File: src/rtl/counter_seq_pkg.sv
// counter_seq_pkg: state encoding and default width shared by the counter sequencer slice.
package counter_seq_pkg;
    localparam int DEFAULT_WIDTH = 4;
    typedef enum logic [2:0] {
        IDLE   = 3'd0,
        LOAD   = 3'd1,
        RUN    = 3'd2,
        PAUSED = 3'd3,
        DONE   = 3'd4
    } state_t;
endpackage

File: src/rtl/counter_sequencer_if.sv
// counter_sequencer_if: control/status bundle for counter_sequencer; COUNTER_SEQ_DOWN_EN adds dir.
interface counter_sequencer_if #(parameter int WIDTH = counter_seq_pkg::DEFAULT_WIDTH);
    logic             start;
    logic             pause;
    logic             abort;
    logic [WIDTH-1:0] start_val;
    logic [WIDTH-1:0] end_val;
    logic [WIDTH-1:0] count;
    logic             busy;
    logic             done;
    logic             wrapped;
`ifdef COUNTER_SEQ_DOWN_EN
    logic             dir;
    modport master (output start, pause, abort, start_val, end_val, dir,
                    input count, busy, done, wrapped);
    modport slave  (input start, pause, abort, start_val, end_val, dir,
                    output count, busy, done, wrapped);
`else
    modport master (output start, pause, abort, start_val, end_val,
                    input count, busy, done, wrapped);
    modport slave  (input start, pause, abort, start_val, end_val,
                    output count, busy, done, wrapped);
`endif
endinterface

File: src/rtl/seq_count_core.sv
// seq_count_core: loadable modulo-2^WIDTH up/down counter with a wrap strobe for the current step.
module seq_count_core #(parameter int WIDTH = 4) (
    input  logic             clock,
    input  logic             reset,
    input  logic             clear,
    input  logic             load,
    input  logic             en,
    input  logic             dir,
    input  logic [WIDTH-1:0] load_val,
    output logic [WIDTH-1:0] count,
    output logic             wrap
);
    assign wrap = en && (dir ? count == '0 : count == '1);
    always_ff @(posedge clock or negedge reset)
        if (!reset)     count <= '0;
        else if (clear) count <= '0;
        else if (load)  count <= load_val;
        else if (en)    count <= dir ? count - 1'b1 : count + 1'b1;
endmodule

File: src/rtl/counter_sequencer.sv
// counter_sequencer: runs one count window start_val..end_val per start request.
// COUNTER_SEQ_DOWN_EN adds a dir input captured with start (1 = count down).
module counter_sequencer
    import counter_seq_pkg::*;
#(parameter int WIDTH = DEFAULT_WIDTH) (
    input logic                clock,
    input logic                reset,
    counter_sequencer_if.slave bus
);
    state_t           state, state_nx;
    logic [WIDTH-1:0] start_reg, end_reg, count;
    logic             load, en, wrap, capture, done, wrapped, dir_reg;
    assign capture = state == IDLE && bus.start && !bus.abort;
    always_comb begin
        state_nx = state;
        load     = 1'b0;
        en       = 1'b0;
        if (bus.abort) state_nx = IDLE;
        else case (state)
            IDLE:    if (bus.start) state_nx = LOAD;
            LOAD:    begin load = 1'b1; state_nx = RUN; end
            // releasing pause takes the normal RUN step on the same edge
            RUN, PAUSED: begin
                if (bus.pause)            state_nx = PAUSED;
                else if (count == end_reg) state_nx = DONE;
                else begin en = 1'b1; state_nx = RUN; end
            end
            DONE:    state_nx = IDLE;
            default: state_nx = IDLE;
        endcase
    end
    always_ff @(posedge clock or negedge reset)
        if (!reset) begin
            state     <= IDLE;
            start_reg <= '0;
            end_reg   <= '0;
            done      <= 1'b0;
            wrapped   <= 1'b0;
        end else begin
            state <= state_nx;
            done  <= state_nx == DONE;
            if (load)      wrapped <= 1'b0;
            else if (wrap) wrapped <= 1'b1;
            if (capture) begin
                start_reg <= bus.start_val;
                end_reg   <= bus.end_val;
            end
        end
`ifdef COUNTER_SEQ_DOWN_EN
    always_ff @(posedge clock or negedge reset)
        if (!reset)       dir_reg <= 1'b0;
        else if (capture) dir_reg <= bus.dir;
`else
    assign dir_reg = 1'b0;
`endif
    seq_count_core #(.WIDTH(WIDTH)) u_core (
        .clock    (clock),
        .reset    (reset),
        .clear    (bus.abort),
        .load     (load),
        .en       (en),
        .dir      (dir_reg),
        .load_val (start_reg),
        .count    (count),
        .wrap     (wrap)
    );
    assign bus.count   = count;
    assign bus.busy    = state == LOAD || state == RUN || state == PAUSED;
    assign bus.done    = done;
    assign bus.wrapped = wrapped;
endmodule

File: src/flat_wrapper.sv
// flat-port wrapper written by rule: the top's interface ports become plain ports
module counter_sequencer_flat import counter_seq_pkg::*;
#(parameter int WIDTH = DEFAULT_WIDTH)
  (clock, reset, bus_start, bus_pause, bus_abort, bus_start_val, bus_end_val, bus_count, bus_busy, bus_done, bus_wrapped);
  counter_sequencer_if #(.WIDTH(WIDTH)) bus_i ();
  input logic clock;
  input logic reset;
  input wire logic [$bits(bus_i.start)-1:0] bus_start;
  input wire logic [$bits(bus_i.pause)-1:0] bus_pause;
  input wire logic [$bits(bus_i.abort)-1:0] bus_abort;
  input wire logic [$bits(bus_i.start_val)-1:0] bus_start_val;
  input wire logic [$bits(bus_i.end_val)-1:0] bus_end_val;
  output wire logic [$bits(bus_i.count)-1:0] bus_count;
  output wire logic [$bits(bus_i.busy)-1:0] bus_busy;
  output wire logic [$bits(bus_i.done)-1:0] bus_done;
  output wire logic [$bits(bus_i.wrapped)-1:0] bus_wrapped;
  assign bus_i.start = bus_start;
  assign bus_i.pause = bus_pause;
  assign bus_i.abort = bus_abort;
  assign bus_i.start_val = bus_start_val;
  assign bus_i.end_val = bus_end_val;
  assign bus_count = bus_i.count;
  assign bus_busy = bus_i.busy;
  assign bus_done = bus_i.done;
  assign bus_wrapped = bus_i.wrapped;
  counter_sequencer #(.WIDTH(WIDTH)) u_core (.clock(clock), .reset(reset), .bus(bus_i));
endmodule
File: config.mk
export PLATFORM = sky130hd
export DESIGN_NAME = counter_sequencer_flat
export DESIGN_NICKNAME = d
export VERILOG_FILES = /design/src/rtl/counter_seq_pkg.sv /design/src/rtl/counter_sequencer_if.sv /design/src/rtl/seq_count_core.sv /design/src/rtl/counter_sequencer.sv /design/src/flat_wrapper.sv
export SDC_FILE = /design/constraint.sdc
export NUM_CORES = 1
export LEC_CHECK = 0
export ABC_AREA = 1
export CORE_MARGIN = 4
export CORE_UTILIZATION = 49
export DETAILED_ROUTE_END_ITERATION = 10
export GPL_TIMING_DRIVEN = 0
export PLACE_DENSITY_LB_ADDON = 0.3
export SYNTH_ARGS = -nofsm -noshare
export SYNTH_HDL_FRONTEND = slang
export SYNTH_SLANG_ARGS = --single-unit
File: constraint.sdc
create_clock -name clock -period 1.3 [get_ports clock]
set_clock_uncertainty 0.05 [all_clocks]
set_input_delay 0.26 -clock clock [delete_from_list [all_inputs] [get_ports clock]]
set_output_delay 0.26 -clock clock [all_outputs]
set_load 0.02 [all_outputs]
==> out/results.ini, run 1 <==
[run_status]
status = finished, violations left
violations = negative setup slack

[floorplanning]
num_rows = 15
initial_core_util = 0.540
ios = 20
die_height_um = 52.8
core_region_area_sq_um = 1820
die_area_sq_um = 2780
die_w_um = 52.8

[detailed_routing]
vias = 900
dr.pass1.iters = 4
antenna_left = 0
routed_wl_um = 2320
viasPerCell = 4.97
wire_per_inst_um = 12.8
drc = 0
drtIter0Drc = 14

[final_layout]
final_common_cell = nand2_1
layout_common_cells = nand2_1 (31), inv_1 (13), clkdlybuf4s50_1 (11), buf_4 (11), dfrtp_1 (11)
syn_to_final_growth_pct = 44.5
register_area_sq_um = 433
fin_util = 0.779
stdcell_count = 181
layout-drive-gt1-share = 0.442
nets = 171
multi_input_area_sq_um = 542
fillers = 129
antenna_cells = 0

[worst_setup_path]
arrival_ns = 1.08
start_kind = flop
path_max_fanout = 4
slowest_delay_ns = 0.44
cp.required_ns = 0.99
path_cells = nor2_4 > nor2_2 > buf_6
r2r_setup_slack_ns = 0
reg2reg_from = u_core.state[2]
r2r_end = u_core.start_reg[1]
worstSetupPathType = reg -> out
worst_path_max_delay_cell = dfrtp_2
critPathBufInv = 1
end_kind = primary output
cpLargestDelayFamily = flip-flops
worstRegToRegCells = 3

[synth]
syn_inst = 119
yosysSeqAreaShare = 0.433
synth_area_leaders = dfrtp_1 (43%), nand2_1 (13%), inv_1 (5.7%), a21oi_2 (5.4%), nor2_2 (5.1%)
synth_warnings = 0
syn-num-nets = 133
synthDistinctLibCells = 21
syn_area_sq_um = 982
postSynthAreaPerCell_sq_um = 8.25
ys_ff_latch = 17
synth_top_area_share = 0.433
synth_top_area_cell = dfrtp_1

[clocking]
h-tree-depth = 1
clock_insertion_delay_worst_skew_ns = 0.29
cts-root-buf = clkbuf_4
clock_path_buffers = 2
holdBufCountCts = 0
cts_tree = yes
path_clk_slew_ns = 0.10
cts_num_sinks = 17
cts_buffers = 3

[power]
power_leakage_nw = 0.693
totalPowerFinal_w = 0.00160
ir_drop_v = 0.000945
p_per_area_nw_per_um2 = 1130

[timing]
hold_violations = 0
max_freq_mhz = 721
final-max-slew-violation-count = 0
max-slew-margin-rel = 0.498
min_period_ns = 1.39
post-route-period-util = 1.07
setup-tns-final_ns = -0.0984
setup_slack_ns = -0.0874
final-setup-viol-count = 5
rsz0062_at_grt = true
worst_pin_slew_ns = 0.751

[grt]
grt_max_degree = 18
grt_pass1_wl_um = 3470
gr-total-overflow = 0
grt_pass1_vias = 835
grt_antenna_before_repair = 0
track_usage = 0.170

[flow_run]
maxCapViolations = 0

[place]
dp_hpwl_um = 1490
gp_congestion = 0.899
io_buffers = 19
placed_cells = 163
pre_cts_ws_ns = -0.399

[hold_path]
hold_path.class = in -> async

[cell usage after synthesis]
cell type / count
inv_2: 3
nor3_1: 2
a21oi_2: 6
mux2_4: 2
nor2_1: 7
dfrtp_1: 17
nand3_1: 9
buf_6: 1
inv_1: 15
nand2_4: 3
nor2_4: 2
nand2_1: 33
or2_4: 1
nor2_2: 8
nand2_2: 2
o22ai_1: 1
nand4_1: 1
ha_1: 1
nand3_4: 1
o21ai_1: 1
a21oi_1: 3
[area by class of cell]
type	instances	area share
multi-input combinational	83	0.382
sequential	17	0.305
timing repair buffer	33	0.208
inverter	18	0.0494
tap	25	0.0220
clock buffer	3	0.0159
buffer	1	0.0141
clock inverter	1	0.00353
[metrics by stage]
stage               hold slack, ns  area [sq um]
floorplan                  -0.0856           982
global placement             0.425          1200
detailed placement           0.444          1200
CTS                          0.375          1270
global route                 0.409          1420
finish                       0.349          1420
[what timing repair did]
action                     4_1_cts  5_1_grt
setup endpoints to repair       21       19
setup buffers                    6        7
gates cloned                     0        1
pin swaps                        0       10
gates resized for setup         29       27
[per-layer routing]
metal,vias up,track usage,share of wire
met1,417,0.211,0.45
met5,-,0,0
met4,0,0.0596,0.023
li1,443,-,-
met2,32,0.289,0.49
met3,8,0.0342,0.040
[cells by family after synthesis]
logic type / share of synthesized area
compound gates: 0.0802
fa+ha+maj: 0.0127
buf+inv: 0.0802
flops: 0.433
mux: 0.0306
simple gates: 0.363
[how the worst max path moves through the flow]
stage / start / to / slack (ns) / cells after the start
final: u_core.state[1] / bus_busy / -0.09 / 3
after global routing: u_core.state[1] / bus_busy / -0.13 / 3
after CTS: u_core.state[0] / bus_busy / -0.20 / 3
after detailed placement: bus_abort / u_core.end_reg[2] / -0.40 / 6
after global placement: bus_abort / u_core.start_reg[1] / -0.38 / 4
after floorplan: u_core.u_core.count[0] / u_core.u_core.count[2] / 0.02 / 8
[where the power goes]
part,internal [W],switching (W),leakage (nW),total [W]
clock,0.000114,0.000166,0.0177,0.000280
sequential,0.000615,0.0000838,0.201,0.000699
combinational,0.000300,0.000320,0.474,0.000619
total,0.00103,0.000569,0.693,0.00160
No activity file was read; power rests on OpenSTA's default activity.
==> run 2: changes to the inputs <==
CORE_UTILIZATION = 50   (was 49)
PLACE_DENSITY = 0.73   (was unset)
PLACE_DENSITY_LB_ADDON = unset   (was 0.3)
SYNTH_HIERARCHICAL = 1   (was unset)
==> run 2 against run 1 <==
Net effect: the flow still finishes with violations (negative setup slack); global-route usage rose by 5.5 points; sequential share of layout area fell by 4.8 points; via count rose by 24%; non-clock buffer count rose by 9; register-to-register slack got worse by 0.25 ns; hold slack got worse by 0.019 ns; critical path depth rose by 5; first-iteration DRC count rose to 3.2 times the previous value; cell area rose by 18%.
==> out/results.ini, run 2 <==
[final_layout]
syn_to_final_growth_pct = 60.7
fin_util = 0.854  ; +0.0746
layout_common_cells = inv_1 (21), nand2_1 (19), buf_4 (16)
final_common_cell = inv_1
antenna_cells = 0  ; unchanged
nets = 204  ; +19%
final_area_sq_um = 1680  ; +18%
fillers = 109  ; -16%
layout-drive-gt1-share = 0.476  ; +0.0336

[clocking]
path_clk_slew_ns = 0.10  ; about the same
cts_buffers = 3  ; unchanged
clock_insertion_delay_worst_skew_ns = 0.28  ; about the same
cts_num_sinks = 17  ; unchanged
h-tree-depth = 1  ; unchanged
cts_tree = yes
cts-root-buf = clkbuf_4
clock_path_buffers = 2  ; unchanged

[detailed_routing]
drc = 0  ; unchanged
wire_per_inst_um = 16.6  ; +29%
viasPerCell = 5.23  ; +5.3%
dr.pass1.iters = 4  ; unchanged
routed_wl_um = 3550  ; +53%
vias = 1120  ; +24%
antenna_left = 0  ; unchanged
drtIter0Drc = 45  ; +31

[floorplanning]
die_w_um = 53.7  ; +1.7%
die_area_sq_um = 2880  ; +3.4%
ios = 20  ; unchanged
core_region_area_sq_um = 1960  ; +7.8%
initial_core_util = 0.531  ; -0.00827
die_height_um = 53.7  ; +1.7%
num_rows = 16  ; +1

[grt]
grt_pass1_wl_um = 4650  ; +34%
track_usage = 0.225  ; +0.0554
gr-total-overflow = 0  ; unchanged
grt_util_met2 = 0.451  ; +0.162
grt_max_degree = 18  ; unchanged
met1_usage = 0.225  ; +0.0134
grt_antenna_before_repair = 0  ; unchanged
grt_pass1_vias = 1134  ; +36%
busiest_layer = met2
use_met3 = 0.0360  ; +0.00182

[timing]
whs_ns = 0.330  ; -0.0188 ns
final-setup-viol-count = 16  ; +11
max_freq_mhz = 647  ; -10%
worst_pin_slew_ns = 0.776  ; +0.0250 ns
min_period_ns = 1.55  ; +0.159 ns
hold_violations = 0  ; unchanged
max-slew-margin-rel = 0.481  ; -0.0167
rsz0062_at_grt = true
setup_slack_ns = -0.246  ; -0.159 ns
post-route-period-util = 1.19  ; +0.122
final-max-slew-violation-count = 0  ; unchanged

[worst_setup_path]
path_cells = nand2_1 > nand2_2 > nor2_4 > a21oi_4 > o21ai_4 > nor2_1 > o21ai_1 > o21ai_1
worst_path_max_delay_cell = dfrtp_2
crit_top_cell = o21ai_1
worstSetupPathType = reg -> reg
cp.required_ns = 1.42  ; +0.43 ns
arrival_ns = 1.66  ; +0.58 ns
start_kind = flop
end_kind = flop
slowest_delay_ns = 0.46  ; +0.02 ns
path_max_fanout = 4  ; unchanged

[place]
gp_congestion = 0.911  ; +1.3%
dp_hpwl_um = 1710  ; +15%
dpl-instance-area_sq_um = 1300  ; +8.3%
pre_cts_ws_ns = -0.557  ; -0.157 ns
io_buffers = 19  ; unchanged

[synth]
syn_area_sq_um = 1040  ; +6.1%
syn_inst = 139  ; +17%
synth_warnings = 6  ; +6
synth_top_area_share = 0.408  ; -0.0250
synth-async-reset-ratio = 1.00  ; unchanged
synth_edf_count = 0  ; unchanged
synth_top_cells_by_count = nand2_1 (34), inv_1 (27), nor2_1 (18)
synth_area_leaders = dfrtp_1 (41%), nand2_1 (12%), inv_1 (9.7%), o21ai_2 (7.6%), nor2_1 (6.5%)
postSynthAreaPerCell_sq_um = 7.50  ; -9.2%
ys_ff_latch = 17  ; unchanged
synth.most_common_cell = nand2_1
synth_top_area_cell = dfrtp_1
synthDistinctLibCells = 23  ; +9.5%
ys.flop_type = dfrtp_1
yosysSeqAreaShare = 0.408  ; -0.0250

[flow_run]
maxCapViolations = 0  ; unchanged

[power]
p_per_area_nw_per_um2 = 1070  ; -5.3%
power_leakage_nw = 0.825  ; +19%
ir_drop_v = 0.000787  ; -17%

[run_status]
violations = negative setup slack
status = finished, violations left

[hold_path]
hold_path.class = in -> reg

run 2: changes by cell type after synthesis, moves of 3 or more:
cell     delta
a21oi_2     -6
inv_1      +12
nand2_4     -3
nor2_1     +11
nand3_1     -5
o21ai_2     +9
nor2_2      -8
run 2: area by class of cell:
cell class	instances	area, sq um	area share
multi-input combinational	94	657	0.392
sequential	17	430	0.257
timing repair buffer	41	388	0.232
inverter	29	109	0.0650
tap	27	33.8	0.0202
buffer	2	31.3	0.0187
clock buffer	4	26.3	0.0157
run 2: final timing paths:
path | start | slack, ns | to | cells past startpoint
min in group asynchronous | reset | 0.37 | u_core/bus.done | 1
worst min-delay path | bus_abort | 0.33 | u_core/state[0] | 2
worst min register to register | u_core/start_reg[2] | 0.46 | u_core/start_reg[2] | 2
max in group asynchronous | reset | 0.29 | u_core/u_core/count[0] | 1
worst max-delay path | u_core/u_core/count[2] | -0.25 | u_core/u_core/count[2] | 8
worst max register to register | u_core/u_core/count[2] | -0.25 | u_core/u_core/count[2] | 8
run 2: layer usage:
layer / wire length [um] / vias to the layer above
met1: 1290 / 512
met3: 221 / 26
met4: 225 / 0
li1: - / 521
met2: 1810 / 61
met5: 0 / -
run 2: stage by stage:
step | TNS [ns] | power [W] | instances
after floorplan | -0.180 | 0.00103 | 142
after CTS | -0.968 | 0.00160 | 208
after detailed placement | -5.91 | 0.00119 | 188
final | -1.81 | 0.00179 | 214
after global routing | -2.85 | 0.00189 | 214
after global placement | -5.36 | 0.00117 | 188
run 2: logic make-up after synthesis:
logic type / synth area share
AO/OA/AOI/OAI: 0.126
XOR/XNOR: 0.00840
adder cells (fa/ha/maj): 0.0432
buffers and inverters: 0.134
flip-flops: 0.408
other: 0.00360
AND/OR/NAND/NOR: 0.276
run 2: worst max-delay path: cells and delay by family (launching register included):
kind | cells | cell delay, ns
flops | 1 | 0.46
simple gates | 4 | 0.42
compound gates | 4 | 0.50
run 2: where the power goes:
part | internal, W | total [W] | switching (W)
Clock | 0.000119 | 0.000281 | 0.000162
Combinational | 0.000379 | 0.000791 | 0.000412
Sequential | 0.000613 | 0.000714 | 0.000101
Total | 0.00111 | 0.00179 | 0.000675
run 2: what timing repair did:
action / CTS / global route
setup endpoints to repair: 20 / 18
hold buffers: 0 / 0
gates cloned: 1 / 0
resized for setup: 50 / 28
hold endpoints to repair: 0 / 0
pin swaps: 9 / 17
setup buffers: 15 / 10
